[config.mk]
export PLATFORM = sky130hd
export DESIGN_NAME = locker_key_conditioner
export DESIGN_NICKNAME = d
export VERILOG_FILES = /design/src/rtl/locker_pkg.sv /design/src/rtl/locker_debounce.sv /design/src/rtl/locker_key_conditioner.sv
export SDC_FILE = /design/constraint.sdc
export NUM_CORES = 1
export LEC_CHECK = 0
export ABC_AREA = 1
export CORE_ASPECT_RATIO = 1.75
export CORE_MARGIN = 1.5
export CORE_UTILIZATION = 45
export CTS_CLUSTER_DIAMETER = 150
export DETAILED_ROUTE_END_ITERATION = 10
export HOLD_SLACK_MARGIN = 0.12
export SLEW_MARGIN = 15
export SYNTH_ARGS = -nofsm -noshare
export SYNTH_HDL_FRONTEND = slang
export SYNTH_SLANG_ARGS = --single-unit
[constraint.sdc]
create_clock -name CLK -period 1.55 [get_ports CLK]
set_input_delay 0.2325 -clock CLK [delete_from_list [all_inputs] [get_ports CLK]]
set_output_delay 0.2325 -clock CLK [all_outputs]
set_load 0.03 [all_outputs]
[src/rtl/locker_pkg.sv]
// Shared keypad definitions: key codes, conditioner FSM encoding, keypad size.
// Imported by the key conditioner, the lock FSM and the display driver.
package locker_pkg;

  localparam int N_KEYS = 6;

  localparam logic [2:0] KEY_A    = 3'd0;
  localparam logic [2:0] KEY_B    = 3'd1;
  localparam logic [2:0] KEY_C    = 3'd2;
  localparam logic [2:0] KEY_D    = 3'd3;
  localparam logic [2:0] KEY_E    = 3'd4;
  localparam logic [2:0] KEY_F    = 3'd5;
  localparam logic [2:0] KEY_NONE = 3'd7;

  typedef enum logic {
    ST_IDLE = 1'b0,
    ST_HELD = 1'b1
  } state_t;

endpackage

[src/rtl/locker_debounce.sv]
// One button: 2-FF synchroniser plus a counter that accepts a level only after DB_CYCLES stable cycles.
// Stable output follows a clean change DB_CYCLES+2 edges later; no flow control.
module locker_debounce #(
  parameter int DB_CYCLES = 1_000_000,
  parameter int CNT_W     = $clog2(DB_CYCLES + 1)
) (
  input  logic CLK,
  input  logic RST,
  input  logic raw,
  output logic stable
);

  logic             s1;
  logic             s2;
  logic [CNT_W-1:0] cnt;

  // Any return to the accepted level restarts the count, so glitches never leak through.
  always_ff @(posedge CLK or negedge RST) begin
    if (!RST) begin
      s1     <= 1'b0;
      s2     <= 1'b0;
      cnt    <= '0;
      stable <= 1'b0;
    end else begin
      s1 <= raw;
      s2 <= s1;
      if (s2 == stable) begin
        cnt <= '0;
      end else if (cnt == CNT_W'(DB_CYCLES - 1)) begin
        stable <= s2;
        cnt    <= '0;
      end else begin
        cnt <= cnt + CNT_W'(1);
      end
    end
  end

endmodule

[src/rtl/locker_key_conditioner.sv]
// Keypad front-end: debounced buttons reduced to one KEY_VALID/KEY_MULTI pulse per press.
// KEY_VALID arrives DB_CYCLES+3 edges after a clean press; no backpressure, sample every cycle.
module locker_key_conditioner
  import locker_pkg::*;
#(
  parameter int N_BTN     = N_KEYS,
  parameter int DB_CYCLES = 1_000_000
) (
  input  logic             CLK,
  input  logic             RST,
  input  logic [N_BTN-1:0] BTN_IN,
  output logic             KEY_VALID,
  output logic [2:0]       KEY_CODE,
  output logic             KEY_MULTI,
  output logic [N_BTN-1:0] BTN_STABLE,
  output logic             BUSY
);

  localparam int CNT_W = $clog2(DB_CYCLES + 1);

  for (genvar i = 0; i < N_BTN; i++) begin : g_db
    locker_debounce #(
      .DB_CYCLES (DB_CYCLES),
      .CNT_W     (CNT_W)
    ) u_db (
      .CLK    (CLK),
      .RST    (RST),
      .raw    (BTN_IN[i]),
      .stable (BTN_STABLE[i])
    );
  end

  logic [N_BTN-1:0] stable_d;
  logic [N_BTN-1:0] rise;
  logic             rise_multi;
  logic [2:0]       rise_code;
  state_t           state;

  assign rise       = BTN_STABLE & ~stable_d;
  // Clearing the lowest set bit leaves something only if two or more bits rose.
  assign rise_multi = |(rise & (rise - 1'b1));

  always_comb begin
    rise_code = KEY_NONE;
    for (int i = N_BTN - 1; i >= 0; i--) begin
      if (rise[i]) rise_code = KEY_A + 3'(i);
    end
  end

  always_ff @(posedge CLK or negedge RST) begin
    if (!RST) begin
      stable_d  <= '0;
      state     <= ST_IDLE;
      KEY_VALID <= 1'b0;
      KEY_MULTI <= 1'b0;
      KEY_CODE  <= KEY_NONE;
      BUSY      <= 1'b0;
    end else begin
      stable_d  <= BTN_STABLE;
      KEY_VALID <= 1'b0;
      KEY_MULTI <= 1'b0;
      case (state)
        ST_IDLE: begin
          if (rise_multi) begin
            KEY_MULTI <= 1'b1;
            state     <= ST_HELD;
            BUSY      <= 1'b1;
          end else if (|rise) begin
            KEY_VALID <= 1'b1;
            KEY_CODE  <= rise_code;
            state     <= ST_HELD;
            BUSY      <= 1'b1;
          end
        end
        ST_HELD: begin
          // Rollover presses are swallowed until the whole keypad is released.
          if (BTN_STABLE == '0) begin
            state <= ST_IDLE;
            BUSY  <= 1'b0;
          end
        end
        default: begin
          state <= ST_IDLE;
          BUSY  <= 1'b0;
        end
      endcase
    end
  end

endmodule

==> results.py <==
metrics = {
    "run_status": {
        "status": "completed",
    },
    "power": {
        "p_per_area_nw_per_um2": 918.8,
        "total_power_uw": 8571,
        "ir_worst_vdd_v": 0.0007158,
        "leakage_uw": 0.004209,
    },
    "drt": {
        "firstDrtPassIters": 4,
        "vias": 6240,
        "antenna_left": 0,
        "wire_per_inst_um": 12.40,
        "drtIter0Drc": 201,
        "drc": 0,
        "routed_wl_um": 16010,
        "vias_per_cell": 4.833,
    },
    "global_route": {
        "gr-usage-met3": 0.03427,
        "grt-ovfl-total": 0,
        "grt_max_degree": 40,
        "antenna_found_initial": 0,
        "met1_usage": 0.2069,
        "gr-usage-met2": 0.3499,
        "grt_pass1_vias": 6250,
        "grt_most_used_layer": "met2",
        "grt.total_usage": 0.1925,
        "grt_pass1_wl_um": 27370,
    },
    "setup_path": {
        "path_buf_inv": 1,
        "cp.required_ns": 1.32,
        "r2r_end": "g_db[4].u_db.cnt[17]",
        "path_class": "reg2out",
        "crit_chain": "clkdlybuf4s15_2",
        "cp_max_fo": 6,
        "r2r_slack_ns": 0.09,
        "crit_family": "flip-flops",
        "critPathCaptureType": "output pin",
        "worst_path_largest_cell_delay_ns": 0.49,
        "r2r-start": "g_db[4].u_db.cnt[0]",
        "start_kind": "flop",
        "worstPathArrival_ns": 1.26,
        "slowest_stage": "dfrtp_1",
        "reg2reg_depth": 10,
    },
    "placed_design": {
        "io_buffer_count": 19,
        "gp_congestion": 0.8498,
        "pre_cts_ws_ns": -0.01013,
        "dpl.cell_count": 1237,
        "hpwl_um": 11950,
        "place_area_um2": 8401,
    },
    "clocking": {
        "cts_root_buffer": "clkbuf_16",
        "clock_latency_ns": 0.43,
        "cts_buffers": 17,
        "tritoncts": "done",
        "clk_path_buf_depth": 2,
        "cts.sinks": 151,
        "h-tree-depth": 4,
        "clk_pin_slew_ns": 0.06,
    },
    "synth": {
        "syn_nets": 996,
        "synth_ff_type": "dfrtp_1",
        "yosysSeqAreaShare": 0.4829,
        "netlist_area_um2": 7833,
        "yosys.area.top_type": "dfrtp_1",
        "postSynthCellCount": 982,
        "synth_area_leaders": "dfrtp_1 47%, nor2_1 11%, nand2_1 9.6%",
        "synth_cell_types": 29,
        "avgSynthCellArea_um2": 7.976,
        "synth_edf_count": 0,
        "async_flop_share": 1.000,
        "synth_warnings": 0,
        "synth-seq-cells": 151,
        "synth_top_area_frac": 0.4728,
    },
    "sta": {
        "finalHoldViolations": 0,
        "tns_ns": 0,
        "slew_violations": 0,
        "finClkSkew_ns": 0.008513,
        "period_share": 0.9657,
        "post-route-worst-setup-slack_ns": 0.05321,
        "rsz0062_at_grt": "true",
        "period_needed_ns": 1.497,
        "max_freq_mhz": 668.1,
        "tightestPinTransition_ns": 0.3960,
        "setup_violations": 0,
        "maxSlewHeadroom": 0.7339,
    },
    "layout": {
        "fin_area_um2": 9329,
        "final_nets": 1065,
        "final_cell_mix": "227 x nor2_1, 198 x nand2_1, 144 x dfrtp_1, 103 x inv_1, 56 x nand3_1",
        "area_growth_pct": 19.11,
        "antenna_cells": 0,
        "multi_input_area_um2": 3676,
        "layout-drive-gt1-share": 0.1767,
        "layout_commonest_cell": "nor2_1",
        "stdcell_count": 1291,
        "fillers": 1635,
        "seq_area_um2": 3787,
    },
    "flow_run": {
        "drv_cap": 0,
    },
    "worst_hold_path": {
        "hold_end": "g_db[1].u_db.s1",
        "min_path_cells": 1,
        "hold_path.startpoint": "BTN_IN[1]",
        "hp-class": "in2reg",
    },
    "floorplanning": {
        "die_y_um": 177.5,
        "die_x_um": 102.7,
        "dieArea_um2": 18240,
        "num_rows": 63,
        "initial_core_util": 0.4600,
        "io_pins": 20,
        "core_area_um2": 17030,
    },
}
[state kept, by name, summed over array words and instances, names as in the netlist]
name,count
stable_d,6
state,1
BUSY,1
KEY_MULTI,1
KEY_VALID,1
g_db.u_db.stable,6
g_db.u_db.cnt,120
g_db.u_db.s2,6
g_db.u_db.s1,6
KEY_CODE,3
[area by class of cell]
cell class,count,share of cell area
flip-flops and latches,151,0.4060
repair buffers,56,0.05539
multi-input cells,701,0.3940
well taps,227,0.03045
inverters,124,0.04989
clock inverters,11,0.01596
clock buffers,21,0.04828
[stage by stage]
step,utilization,hold slack (ns)
after CTS,0.5299,0.2291
after floorplan,-,-0.06309
after global routing,0.5479,0.2385
after global placement,0.4934,0.1419
after detailed placement,0.4934,0.1475
final,0.5479,0.2392
[synth_stat cells, types with 12 or more instances]
| master | count |
|---|---|
| nand4_1 | 16 |
| dfrtp_1 | 148 |
| nor2_1 | 229 |
| nor2_2 | 27 |
| xnor2_1 | 12 |
| xor2_1 | 53 |
| inv_2 | 19 |
| inv_1 | 105 |
| nor3_1 | 21 |
| nand2_2 | 16 |
| nand3_1 | 56 |
| nand2_1 | 201 |
[worst max-delay path by stage]
stage,start,end,cells after the start
final,g_db[5].u_db.stable,BTN_STABLE[5],1
after global placement,g_db[2].u_db.cnt[0],g_db[2].u_db.cnt[19],8
after detailed placement,g_db[2].u_db.cnt[0],g_db[2].u_db.cnt[14],8
after floorplan,g_db[4].u_db.cnt[0],g_db[4].u_db.cnt[17],10
after CTS,g_db[4].u_db.cnt[0],g_db[4].u_db.cnt[17],10
after global routing,g_db[4].u_db.cnt[11],g_db[4].u_db.cnt[19],8
[report_power, final]
part	total (uW)	internal (uW)	switching [uW]
logic	322	125	197
clock network	4210	2580	1630
registers	4040	4000	45.9
total	8570	6700	1870
[worst reg2reg max path: stages, from the launching register on]
cell,delay (ns)
dfrtp_1,0.37
ha_2,0.20
nand2_1,0.07
nor2_2,0.13
nand2_2,0.10
inv_2,0.09
nand3_4,0.09
nand2_4,0.13
inv_2,0.07
nand2_1,0.06
nor2_1,0.04
[routing by layer]
| metal | wire length, um | part of all wire | up-vias |
|---|---|---|---|
| li1 | - | - | 3175 |
| met3 | 376 | 0.023 | 40 |
| met1 | 6382 | 0.40 | 2934 |
| met5 | 0 | 0 | - |
| met4 | 519 | 0.032 | 0 |
| met2 | 8730 | 0.55 | 91 |
[logic make-up after synthesis]
kind of cell,after synthesis,synth area share
AND/OR/NAND/NOR,602,0.3478
flip-flops,151,0.4829
buffers and inverters,130,0.06518
XOR/XNOR,65,0.07268
AO/OA/AOI/OAI,28,0.02189
adder cells (fa/ha/maj),6,0.009584
[timing repair]
action	4_1_cts	5_1_grt
setup buffers	0	21
hold buffers	1	0
setup endpoints to repair	17	49
hold endpoints to repair	151	0
pin swaps	0	11
gates resized for setup	31	33
Power figures use the tool's default switching activity.
